<file path="src/rtl/tile_grid_pkg.sv">
// Shared encodings for the tile grid engine: move directions, FSM states and LFSR constants.
package tile_grid_pkg;

  typedef enum logic [1:0] {
    DIR_UP    = 2'b00,
    DIR_DOWN  = 2'b01,
    DIR_LEFT  = 2'b10,
    DIR_RIGHT = 2'b11
  } dir_t;

  typedef enum logic [2:0] {
    ST_IDLE,
    ST_LOAD,
    ST_MERGE,
    ST_WRITE,
    ST_SPAWN,
    ST_CHECK,
    ST_DONE
  } state_t;

  localparam logic [15:0] LFSR_SEED = 16'hACE1;
  // Bits 16,14,13,11 in one-based tap notation.
  localparam logic [15:0] LFSR_TAPS = 16'hB400;

  function automatic logic lfsr_feedback(input logic [15:0] s);
    return ^(s & LFSR_TAPS);
  endfunction

endpackage

</file>
<file path="src/rtl/line_merge.sv">
// Combinational slide-and-merge of one line toward index 0; each tile merges at most once.
module line_merge #(
  parameter int N  = 4,
  parameter int VW = 4
) (
  input  logic [VW-1:0] line_in  [N],
  output logic [VW-1:0] line_out [N],
  output logic [31:0]   score_add,
  output logic          changed
);
  localparam int LW = $clog2(N);

  always_comb begin
    logic [LW-1:0] wr;
    logic [VW-1:0] pend;
    logic [VW-1:0] res;
    logic          has;
    for (int k = 0; k < N; k++) line_out[k] = '0;
    score_add = '0;
    wr        = '0;
    pend      = '0;
    res       = '0;
    has       = 1'b0;
    // A pending tile either pairs with the next equal tile or is emitted as-is.
    for (int k = 0; k < N; k++) begin
      if (line_in[k] != '0) begin
        if (has && pend == line_in[k]) begin
          res          = (pend == '1) ? pend : pend + 1'b1;
          line_out[wr] = res;
          score_add    = score_add + (32'd1 << res);
          wr           = wr + 1'b1;
          has          = 1'b0;
        end else begin
          if (has) begin
            line_out[wr] = pend;
            wr           = wr + 1'b1;
          end
          pend = line_in[k];
          has  = 1'b1;
        end
      end
    end
    if (has) line_out[wr] = pend;
  end

  always_comb begin
    changed = 1'b0;
    for (int k = 0; k < N; k++)
      if (line_out[k] != line_in[k]) changed = 1'b1;
  end

endmodule

</file>
<file path="src/rtl/tile_grid_engine.sv">
// 2048-style board engine: line-at-a-time moves, LFSR tile spawning and end-of-move status.
module tile_grid_engine
  import tile_grid_pkg::*;
#(
  parameter int N       = 4,
  parameter int VW      = 4,
  parameter int WIN_EXP = 11
) (
  input  logic                 clk,
  input  logic                 rst_n,
  input  logic                 new_game,
  input  logic                 cmd_valid,
  input  logic [1:0]           cmd_dir,
  output logic                 cmd_ready,
  input  logic [$clog2(N)-1:0] rd_row,
  input  logic [$clog2(N)-1:0] rd_col,
  output logic [VW-1:0]        rd_val,
  output logic                 busy,
  output logic                 done,
  output logic                 moved,
  output logic [31:0]          score_delta,
  output logic                 won,
  output logic                 game_over
);
  localparam int LW    = $clog2(N);
  localparam int IW    = 2 * LW;
  localparam int CELLS = N * N;

  state_t          state_reg;
  dir_t            dir_reg;
  logic [LW-1:0]   line_idx_reg;
  logic [VW-1:0]   line_reg  [N];
  logic [VW-1:0]   board_reg [CELLS];
  logic            line_changed_reg, changed_reg;
  logic [31:0]     score_acc_reg, score_delta_reg;
  logic [15:0]     lfsr_reg;
  logic [IW-1:0]   scan_reg, scan_steps_reg;
  logic [1:0]      spawn_cnt_reg;
  logic            done_reg, moved_reg, won_reg, game_over_reg;

  logic [VW-1:0]   merged [N];
  logic [31:0]     merge_score;
  logic            merge_changed;
  logic [CELLS-1:0] empty_vec, win_vec, hpair_vec, vpair_vec;

  line_merge #(.N(N), .VW(VW)) u_merge (
    .line_in   (line_reg),
    .line_out  (merged),
    .score_add (merge_score),
    .changed   (merge_changed)
  );

  // Position j of line i, counted from the edge tiles slide toward; ~j == N-1-j.
  function automatic logic [IW-1:0] cell_idx(input dir_t d, input logic [LW-1:0] i,
                                             input logic [LW-1:0] j);
    case (d)
      DIR_LEFT:  return {i, j};
      DIR_RIGHT: return {i, ~j};
      DIR_UP:    return {j, i};
      default:   return {~j, i};
    endcase
  endfunction

  for (genvar gi = 0; gi < CELLS; gi++) begin : g_cell
    assign empty_vec[gi] = (board_reg[gi] == '0);
    assign win_vec[gi]   = (int'(board_reg[gi]) >= WIN_EXP);
    if ((gi % N) != (N - 1)) begin : g_h
      assign hpair_vec[gi] = (board_reg[gi] == board_reg[gi+1]);
    end else begin : g_hn
      assign hpair_vec[gi] = 1'b0;
    end
    if (gi < CELLS - N) begin : g_v
      assign vpair_vec[gi] = (board_reg[gi] == board_reg[gi+N]);
    end else begin : g_vn
      assign vpair_vec[gi] = 1'b0;
    end
  end

  always_ff @(posedge clk or negedge rst_n) begin
    if (!rst_n) begin
      state_reg        <= ST_IDLE;
      dir_reg          <= DIR_UP;
      line_idx_reg     <= '0;
      line_changed_reg <= 1'b0;
      changed_reg      <= 1'b0;
      score_acc_reg    <= '0;
      score_delta_reg  <= '0;
      lfsr_reg         <= LFSR_SEED;
      scan_reg         <= '0;
      scan_steps_reg   <= '0;
      spawn_cnt_reg    <= '0;
      done_reg         <= 1'b0;
      moved_reg        <= 1'b0;
      won_reg          <= 1'b0;
      game_over_reg    <= 1'b0;
      for (int k = 0; k < CELLS; k++) board_reg[k] <= '0;
      for (int k = 0; k < N; k++) line_reg[k] <= '0;
    end else begin
      lfsr_reg <= {lfsr_reg[14:0], lfsr_feedback(lfsr_reg)};
      done_reg <= 1'b0;
      case (state_reg)
        ST_IDLE: begin
          if (new_game) begin
            for (int k = 0; k < CELLS; k++) board_reg[k] <= '0;
            spawn_cnt_reg  <= 2'd2;
            scan_reg       <= lfsr_reg[IW-1:0];
            scan_steps_reg <= '0;
            changed_reg    <= 1'b0;
            score_acc_reg  <= '0;
            state_reg      <= ST_SPAWN;
          end else if (cmd_valid) begin
            dir_reg       <= dir_t'(cmd_dir);
            line_idx_reg  <= '0;
            changed_reg   <= 1'b0;
            score_acc_reg <= '0;
            state_reg     <= ST_LOAD;
          end
        end
        ST_LOAD: begin
          for (int j = 0; j < N; j++)
            line_reg[j] <= board_reg[cell_idx(dir_reg, line_idx_reg, LW'(j))];
          state_reg <= ST_MERGE;
        end
        ST_MERGE: begin
          for (int j = 0; j < N; j++) line_reg[j] <= merged[j];
          line_changed_reg <= merge_changed;
          score_acc_reg    <= score_acc_reg + merge_score;
          state_reg        <= ST_WRITE;
        end
        ST_WRITE: begin
          for (int j = 0; j < N; j++)
            board_reg[cell_idx(dir_reg, line_idx_reg, LW'(j))] <= line_reg[j];
          changed_reg <= changed_reg | line_changed_reg;
          if (line_idx_reg == LW'(N - 1)) begin
            if (changed_reg | line_changed_reg) begin
              spawn_cnt_reg  <= 2'd1;
              scan_reg       <= lfsr_reg[IW-1:0];
              scan_steps_reg <= '0;
              state_reg      <= ST_SPAWN;
            end else begin
              state_reg <= ST_CHECK;
            end
          end else begin
            line_idx_reg <= line_idx_reg + 1'b1;
            state_reg    <= ST_LOAD;
          end
        end
        ST_SPAWN: begin
          scan_reg <= scan_reg + 1'b1;
          if (board_reg[scan_reg] == '0) begin
            board_reg[scan_reg] <= (lfsr_reg[15:12] == 4'd0) ? VW'(2) : VW'(1);
            spawn_cnt_reg       <= spawn_cnt_reg - 1'b1;
            scan_steps_reg      <= '0;
            if (spawn_cnt_reg == 2'd1) state_reg <= ST_CHECK;
          end else begin
            scan_steps_reg <= scan_steps_reg + 1'b1;
            if (scan_steps_reg == '1) state_reg <= ST_CHECK;
          end
        end
        ST_CHECK: begin
          won_reg         <= |win_vec;
          game_over_reg   <= ~(|empty_vec) & ~(|hpair_vec) & ~(|vpair_vec);
          moved_reg       <= changed_reg;
          score_delta_reg <= score_acc_reg;
          done_reg        <= 1'b1;
          state_reg       <= ST_DONE;
        end
        default: state_reg <= ST_IDLE;
      endcase
    end
  end

  assign cmd_ready   = (state_reg == ST_IDLE);
  assign busy        = (state_reg != ST_IDLE);
  assign rd_val      = board_reg[{rd_row, rd_col}];
  assign done        = done_reg;
  assign moved       = moved_reg;
  assign score_delta = score_delta_reg;
  assign won         = won_reg;
  assign game_over   = game_over_reg;

endmodule

</file>
<file path="config.mk">
export PLATFORM = sky130hd
export DESIGN_NAME = tile_grid_engine
export DESIGN_NICKNAME = d
export VERILOG_FILES = /design/src/rtl/tile_grid_pkg.sv /design/src/rtl/line_merge.sv /design/src/rtl/tile_grid_engine.sv
export SDC_FILE = /design/constraint.sdc
export NUM_CORES = 1
export LEC_CHECK = 0
export BUFFER_PORTS_ARGS = -buffer_cell sky130_fd_sc_hd__buf_4
export CAP_MARGIN = 20
export CORE_MARGIN = 10
export CORE_UTILIZATION = 50
export DETAILED_ROUTE_END_ITERATION = 12
export GPL_TIMING_DRIVEN = 0
export PLACE_DENSITY_LB_ADDON = 0.2
export SLEW_MARGIN = 25
export SYNTH_ARGS = -nofsm -noshare
export SYNTH_HDL_FRONTEND = slang
export SYNTH_SLANG_ARGS = --single-unit
</file>
<file path="constraint.sdc">
create_clock -name clk -period 8.9 [get_ports clk]
set_input_delay 0.445 -clock clk [delete_from_list [all_inputs] [get_ports clk]]
set_output_delay 0.445 -clock clk [all_outputs]
set_load 0.05 [all_outputs]
</file>
Word-level counts from Yosys, hierarchy flattened
Index checks and enable logic that the tools add are counted.
W data, S select, Z words.
Operators by class
  $add $sub $neg: 12
  $mul: 0
  divide/modulo/power cells: 0
  order comparisons: 37
  equal/unequal tests: 54
  shift-type cells: 3
  muxes and demuxes: 140
  bitwise gates (word level): 20
  reduce and logical (&&, ||, !) cells: 53
Operators with widths (number)
  $bwmux W64: 5
  $mux W32: 8
  $mux W4: 48
  $pmux W64 S3: 1
  $mux W64: 2
  $mux W16: 7
  $eq A4 B4 Y1: 27
  $add A32 B32 Y32: 3
  $bmux W4 S4: 6
  $shl A1 B4 Y32 const A: 3
  $bwmux W16: 5
  $demux W4 S4: 5
  $logic_not A4 Y1: 18
  $pmux W4 S3: 6
  $ge A4 B4 Y1 const B: 16
  $pmux W32 S2: 1
  $ge A5 B5 Y1 const B: 10
  $not A4 Y5: 10
  $mux W2: 16
  $pmux W16 S2: 1
  $reduce_or A16 Y1: 2
  $lt A5 B1 Y1 const B: 5
  $demux W4 S2: 3
  $reduce_or A12 Y1: 2
  other kinds (35): 109
Storage, ports and cells
  flip-flop bits (word level): 183
  latch bits: 0
  memory bits (writable): 0
  ROM bits: 0
  output and inout port bits: 42
  logic and storage cells: 354
  memories kept: 0

Longest topological paths before layout
Gate-level depths: netlist of run 1.
  depth in word-level cells: 26
  mapped depth: 42

Modules after synthesis
Synthesis of run 1 repeated with hierarchy kept, for this count alone.
Unflattened totals
  cells, all modules: 2551
  area total of the unflattened synthesis: 19890.3 sq um
Modules (own cells, without submodules)
  tile_grid_engine: times used 1, cells an instance 1883, area each 15379.8 sq um, sequential area each 4589.4 sq um
  line_merge: times used 1, cells an instance 668, area each 4510.6 sq um, sequential area each 0.0 sq um

Worst setup path before layout of run 1
OpenSTA, ideal clock, no wires.
  path type: reg2reg
  start point: reg line_reg[12] in the netlist's numbering
  end point: reg score_acc_reg[27]
  library setup time: 79 ps
  arrival time: 7578 ps
  slack: 1243 ps
  stages on the path, launching flop included: 41
  path buffers: 2
  path through: dfrtp_1 -> buf_2 -> inv_1 -> ha_1 -> or3b_1 -> buf_4 -> a21oi_4 -> inv_2 -> ha_1 -> nor4_1 -> a21oi_1 -> or2_2 -> nor2_1 -> ha_1 -> fa_1 -> a21oi_1 -> inv_1 -> ha_1 -> (+5 left out) -> a21oi_1 -> nor2_1 -> a211oi_1 -> o21ai_1 -> a21o_1 -> a21oi_1 -> xor2_1 -> a21oi_1 -> ha_1 -> a21o_1 -> a21oi_1 -> o41ai_1 -> a21o_1 -> a21o_1 -> a21oi_1 -> nor2_1 -> nand3_1 -> mux2i_1
Between the ends
  cells in the longest elaborated chain, start to end: 18
  elaborated cells between the ends (all ways): 39
  classes of those cells: add/sub (6); eq/ne (6); shift (3); mux (20); reduce/logical (4)
Ends and longest elaborated chain
  start: declaration: line tile_grid_engine.sv:32  | logic [VW-1:0] line_reg [N];
  start signal: indexed assignment: line tile_grid_engine.sv:121  | line_reg[j] <= board_reg[cell_idx(dir_reg, line_idx_reg, LW'(j))];
  branches (longest 15 deep; another with $add A32 B32 Y32)
  $mux W32 (*): line line_merge.sv:26  | if (line_in[k] != '0) begin
  $add A32 B32 Y32 (*): line tile_grid_engine.sv:127  | score_acc_reg <= score_acc_reg + merge_score;
  $pmux W32 S2 (*): line tile_grid_engine.sv:101  | case (state_reg)
  end signal: assignment: line tile_grid_engine.sv:127
  end: declaration: line tile_grid_engine.sv:35  | logic [31:0] score_acc_reg, score_delta_reg;
Every way passes the cells marked *.
A chain may end at the register's enable or synchronous reset.

Final worst setup path of run 1
  start point: reg line_reg[13] in the netlist's numbering
  end point: reg score_acc_reg[27]
The elaborated chain is that of the path after synthesis.

==> results of run 1 <==
kinds of logic after synthesis:
family	count (synthesis)
AOI/OAI and AO/OA	708
xor gates and xnor gates	157
adders and majority gates	77
buffers and inverters	262
DFF	183
muxes	200
other	1
and+or+nand+nor	772
routing by layer:
layer  routed length [um]  GRT usage, %  vias to the layer above
met1                32790         45.75                     9846
met4                 4360         16.52                        0
met5                    0             0                        -
li1                     -             -                     8807
met2                35240         50.96                     1572
met3                12690         12.77                      321
area by class of cell:
| class | instances | area, um2 | area share (%) |
|---|---|---|---|
| clock buffer | 18 | 429.2 | 2.078 |
| clock inverter | 14 | 158.9 | 0.7694 |
| timing repair buffer | 58 | 485.5 | 2.351 |
| antenna | 1 | 2.502 | 0.01212 |
| tap | 504 | 630.6 | 3.053 |
| inverter | 59 | 234.0 | 1.133 |
| multi-input combinational | 1915 | 13330 | 64.52 |
| buffer | 203 | 795.8 | 3.853 |
| sequential | 183 | 4591 | 22.23 |
per-stage QoR:
step / cells / setup TNS (ps)
floorplan: 2360 / 0
global placement: 2913 / 0
detailed placement: 2915 / -115.6
CTS: 2948 / 0
global route: 2954 / -35.44
finish: 2955 / 0
worst max path at each step:
stage | startpoint | to | cells past startpoint
6_report | line_reg[13]$_DFFE_PN0P_ | score_acc_reg[27]$_DFFE_PN0P_ | 40
5_1_grt | line_reg[12]$_DFFE_PN0P_ | score_acc_reg[27]$_DFFE_PN0P_ | 41
4_1_cts | line_reg[12]$_DFFE_PN0P_ | score_acc_reg[27]$_DFFE_PN0P_ | 40
3_5_place_dp | line_reg[12]$_DFFE_PN0P_ | score_acc_reg[29]$_DFFE_PN0P_ | 39
3_3_place_gp | line_reg[12]$_DFFE_PN0P_ | score_acc_reg[29]$_DFFE_PN0P_ | 39
2_1_floorplan | line_reg[12]$_DFFE_PN0P_ | score_acc_reg[27]$_DFFE_PN0P_ | 40
Yosys cell counts (5+ instances only):
library cell	number
o21ai_1	10
a211oi_1	36
mux4_2	41
nand3_1	68
nand2_1	292
inv_1	52
mux2_2	51
and3_1	32
o211ai_1	22
a22o_1	35
buf_1	29
dfrtp_1	175
nand2b_1	21
buf_2	10
a22oi_1	23
a21o_1	57
nor4_1	36
o21a_1	12
xor2_1	36
o21ai_0	152
clkbuf_1	161
mux2i_1	105
ha_1	74
o31ai_1	18
o221ai_1	9
and2_1	14
a221oi_1	16
a32o_1	7
nand4_1	27
o22ai_1	44
nor2_1	192
o311ai_0	5
dfstp_2	8
a21boi_0	5
or3_1	9
a31oi_1	38
a21oi_1	169
or2_2	9
a31o_2	5
nor3_1	35
xnor2_1	120
nor2b_1	12
what timing repair did:
item | 4_1_cts | 5_1_grt
gates resized for setup | 2 | 28
buffers inserted | 0 | 6
endpoints found under the setup margin | 5 | 16
endpoints found under the hold margin | 46 | 0
pin swaps | 0 | 3
hold buffers | 1 | 0
critical path, delay by kind of cell, from the launching register on:
kind | cells | cell delay (ps)
AO/OA/AOI/OAI | 19 | 3710
XOR/XNOR | 1 | 120
adder cells (fa/ha/maj) | 4 | 1260
buffers and inverters | 5 | 890
flip-flops | 1 | 500
multiplexers | 1 | 180
AND/OR/NAND/NOR | 10 | 1670
power by group through the flow:
stage / combinational [uW] / clock (uW) / sequential, uW
2_1_floorplan: 4690 / 0 / 1160
3_5_place_dp: 6720 / 0 / 1110
5_1_grt: 7510 / 822 / 1120
4_1_cts: 6750 / 788 / 1100
3_3_place_gp: 6650 / 0 / 1110
6_report: 7100 / 787 / 1110
==> out/metrics.yaml, run 1 <==
outcome: "finished, final reports clean"
crit_path_max_fanout: 10
syn_nets: 2447
pwr-share-clk_pct: 8.7
grt_pass1_vias: 19230
syn_area_mm2: 0.01880
power_frac_comb_pct: 78.9
ys_ff_latch: 183
synth_mux_area_share_pct: 13.82
r2r-start: "line_reg[13]$_DFFE_PN0P_"
grt_usage_pct: 35.21
cts_buffers: 17
clk_pin_slew_ps: 70
path_class: "flip-flop to flip-flop"
worst-endpoint-arrival_ps: 8800
max_freq_ghz: 0.1189
min_period_ps: 8410
cp-end-kind: "flip-flop"
final_antenna_net_count: 0
synth_seq_area_share_pct: 24.41
place_ws_ps: -40.03
internal-power_uw: 3599
synth_edf_count: 0
final_cell_area_mm2: 0.02065
fin_util_pct: 56.01
synthArstFlopShare_pct: 100.0
most-common-layout-cells: "nand2_1, nor2_1, dfrtp_1, a21oi_1, clkbuf_1"
vdd_ir_drop_max_v: 0.0003429
maxCapViolations: 0
critPathSlowestCell: "dfrtp_2"
synthAdderAreaFrac_pct: 5.244
fp.dieH_um: 213.9
cpMostUsedCell: "a21o_1"
required_ps: 9290
setup_slack_ps: 490.4
tightest_slew_ps: 1265
fin_skew_ps: 17.64
pwr-share-seq_pct: 12.3
relSlewSlack_pct: 15.66
port_buffers: 49
whs_ps: 258.2
place_congestion: 1.098
dominantRegCellSynth: "dfrtp_1"
min_path_cells: 2
synth-simple-area-share_pct: 18.99
antenna_found_initial: 0
ctsHtreeMaxLevel: 4
avgRoutedWirePerCell_um: 28.80
core_area_mm2: 0.03687
synth_top_family_by_area: "compound AO/OA/AOI/OAI gates"
timing.rr.end: "score_acc_reg[27]$_DFFE_PN0P_"
synth_top_area_share_pct: 23.29
min_to: "dir_reg[1]$_DFFE_PN0P_"
avgViaCountPerCell: 6.953
start_util_pct: 50.99
yosys-top-cells-area: "dfrtp_1, nand2_1, mux2i_1, xnor2_1, ha_1"
swShare_pct: 60.02
p_sw_uw: 5403
io_pins: 52
yosysWarnings: 0
fillers: 3487
reg2reg_slack_ps: 490
row_count: 70
rr_worst_depth: 40
netlist_instances: 2360
critical-path-max-stage-delay_ps: 500
layout_commonest_cell: "nand2_1"
p_leak_uw: 0.008752
root_buffer: "clkbuf_16"
drtPass1Iterations: 7
hpwl_mm: 63.03
power_uw: 9002
synth_cell_types: 92
setup-violations-final: 0
post_dp_cell_area_mm2: 0.01988
grt-ovfl-total: 0
drc: 0
grt_pass1_wl_mm: 123.5
drt_wl_total_mm: 85.09
post-route-period-util_pct: 94.49
hp-class: "primary input to flip-flop"
via_count: 20550
synth_xor_area_share_pct: 7.353
die_w_um: 213.9
synth_compound_area_share_pct: 24.76
largest_reg_flops: 64
clkLatencyLatePin_ps: 470
hold_start: "cmd_dir[1]"
area_growth_pct: 9.842
slew_viol_final: 0
clk_path_buf_depth: 2
power_density_mw_per_mm2: 435.9
yosys.area.top_type: "dfrtp_1"
dieArea_mm2: 0.04576
worst_setup_path_start_kind: "flip-flop"
nNetsFinal: 2524
drt_iter0_drc: 3216
hold_viol_final: 0
clock_sinks: 183
drive_gt1_share_pct: 11.43
grt_max_degree: 69
cts_tree: "done"
syn_avg_cell_area_um2: 7.967
(Power assumes the default switching activity.)
==> run 2: changes to the inputs <==
- BUFFER_PORTS_ARGS: -buffer_cell sky130_fd_sc_hd__buf_4 -> -buffer_cell sky130_fd_sc_hd__buf_2
- MAX_ROUTING_LAYER: unset -> met4
==> run 2 against run 1 <==
Compared with the run above: highest routed layer unchanged; cell area down 0.35%; sequential share of layout area rose by 0.077 points; register-to-register slack lost 140 ps.
==> out/metrics.yaml, run 2 (synthesis results as in run 1) <==
min_period_ps: 8550  # +140.0 ps
outcome: "finished, final reports clean"
avgRoutedWirePerCell_um: 28.97  # +0.60%
port_buffers: 49  # unchanged
clkLatencyLatePin_ps: 470  # about the same
relSlewSlack_pct: 19.84  # +4.2 points
drc: 0  # unchanged
clk_pin_slew_ps: 70  # about the same
cts_tree: "done"
die_w_um: 213.9  # unchanged
hp-class: "primary input to flip-flop"
multi_input_area_mm2: 0.01337  # +0.33%
worst-endpoint-arrival_ps: 8940  # +140 ps
max_freq_ghz: 0.1170  # -1.6%
vdd_ir_drop_max_v: 0.0002674  # -22%
io_pins: 52  # unchanged
cts_buffers: 17  # unchanged
regArea_mm2: 0.004591  # unchanged
critical-path-max-stage-delay_ps: 470  # -30 ps
grt_usage_pct: 36.46  # +1.3 points
cp-end-kind: "flip-flop"
fillers: 3442  # -1.3%
start_util_pct: 50.99  # unchanged
place_ws_ps: -441.6  # -401.6 ps
setup-violations-final: 0  # unchanged
crit_buf_inv: 5  # unchanged
hold_viol_final: 0  # unchanged
row_count: 70  # unchanged
drive_gt1_share_pct: 11.62  # +0.19 points
post-route-period-util_pct: 96.06  # +1.6 points
grt_max_degree: 91  # +32%
path_class: "flip-flop to flip-flop"
clock_sinks: 183  # unchanged
dieArea_mm2: 0.04576  # unchanged
area_growth_pct: 9.463
largest_reg_flops: 64  # unchanged
p_leak_uw: 0.008767  # +0.17%
crit_path_max_fanout: 10  # unchanged
maxCapViolations: 0  # unchanged
place_congestion: 1.092  # -0.58%
grt_pass1_wl_mm: 124.6  # +0.87%
drt_wl_total_mm: 85.71  # +0.73%
ctsHtreeMaxLevel: 4  # unchanged
grt-ovfl-total: 0  # unchanged
most-common-layout-cells: "nand2_1, nor2_1, dfrtp_1, a21oi_1, clkbuf_1"
via_count: 20520  # -0.15%
drt_iter0_drc: 3307  # +2.8%
grt_pass1_vias: 19290  # +0.34%
fin_setup_tns_ps: 0  # unchanged
whs_ps: 229.1  # -29.08 ps
layout_commonest_cell: "nand2_1"
drtPass1Iterations: 11  # +4
clk_path_buf_depth: 2  # unchanged
fp.dieH_um: 213.9  # unchanged
cp_top_family: "compound AO/OA/AOI/OAI gates"
final_antenna_net_count: 0  # unchanged
setup_slack_ps: 350.4  # -140.0 ps
critPathSlowestCell: "fa_1"
cpMostUsedCell: "a21o_1"
fin_skew_ps: 18.42  # +0.7851 ps
required_ps: 9290  # about the same
nNetsFinal: 2527  # +0.12%
tightest_slew_ps: 1198  # -67.07 ps
power_density_mw_per_mm2: 439.5  # +0.82%
root_buffer: "clkbuf_16"
worst_setup_path_start_kind: "flip-flop"
hpwl_mm: 63.64  # +0.97%
avgViaCountPerCell: 6.933  # -0.29%
slew_viol_final: 0  # unchanged
antenna_found_initial: 1  # +1
core_area_mm2: 0.03687  # unchanged
[run 2: cell count changes in the layout (fill, tap and decap cells not counted), moves of 2 or more]
cell,previous run,this run
o21ai_1,10,8
buf_2,11,58
buf_4,56,10
nor2_1,187,189
clkbuf_8,0,2
inv_8,5,3
nor2_2,5,3
clkbuf_2,4,6
[run 2: final timing paths]
| kind | from | to | slack (ps) | cells after the start |
|---|---|---|---|---|
| hold reg to reg | lfsr_reg[6]$_DFF_PN1_ | lfsr_reg[7]$_DFF_PN1_ | 360 | 0 |
| setup reg to reg | line_reg[12]$_DFFE_PN0P_ | score_acc_reg[25]$_DFFE_PN0P_ | 350 | 40 |
| hold / removal | cmd_dir[1] | dir_reg[1]$_DFFE_PN0P_ | 230 | 2 |
| setup / recovery | line_reg[12]$_DFFE_PN0P_ | score_acc_reg[25]$_DFFE_PN0P_ | 350 | 40 |
| max in group asynchronous | rst_n | line_reg[13]$_DFFE_PN0P_ | 7660 | 3 |
| min in group asynchronous | rst_n | lfsr_reg[4]$_DFF_PN0_ | 450 | 2 |
[run 2: worst reg2reg max path, delay by kind of cell (launching register included)]
kind            cells  cell delay, ps
xor+xnor            1             190
mux                 1             180
simple gates        7            1430
buf+inv             5             850
fa+ha+maj           6            1810
flops               1             400
compound gates     20            3600
[run 2: what timing repair did]
item	4_1_cts	5_1_grt
hold buffers	1	0
setup buffers	0	8
resized for setup	7	30
setup endpoints to repair	10	17
endpoints found under the hold margin	30	0
pin swaps	0	2
[run 2: metal layers]
| metal | GRT usage (%) | wire (um) |
|---|---|---|
| met1 | 47.06 | 34020 |
| met2 | 51.14 | 35380 |
| met3 | 11.60 | 11810 |
| met4 | 16.28 | 4510 |
| met5 | - | 0 |
[run 2: per-stage QoR]
stage / utilization, % / cells / cell area (um2) / power, uW
global route: 55.81 / 2958 / 20580 / 9425
CTS: 55.25 / 2949 / 20370 / 8612
floorplan: - / 2360 / 18800 / 5847
global placement: 53.37 / 2913 / 19680 / 7736
detailed placement: 53.61 / 2916 / 19770 / 7817
finish: 55.82 / 2959 / 20580 / 9045
[run 2: where the power goes]
part | internal (uW) | total (uW) | leakage, uW | switching, uW
clock | 384 | 764 | 0.000277 | 380
sequential | 967 | 1100 | 0.00248 | 138
combinational | 2240 | 7180 | 0.00601 | 4940
[run 2: area by class of cell]
class	instances	area share [%]
Antenna cell	2	0.02432
Clock inverter	11	0.5167
Buffer	203	3.885
Clock buffer	21	2.237
Timing Repair Buffer	61	1.872
Sequential cell	183	22.31
Inverter	59	1.137
Multi-Input combinational cell	1915	64.96
Tap cell	504	3.064
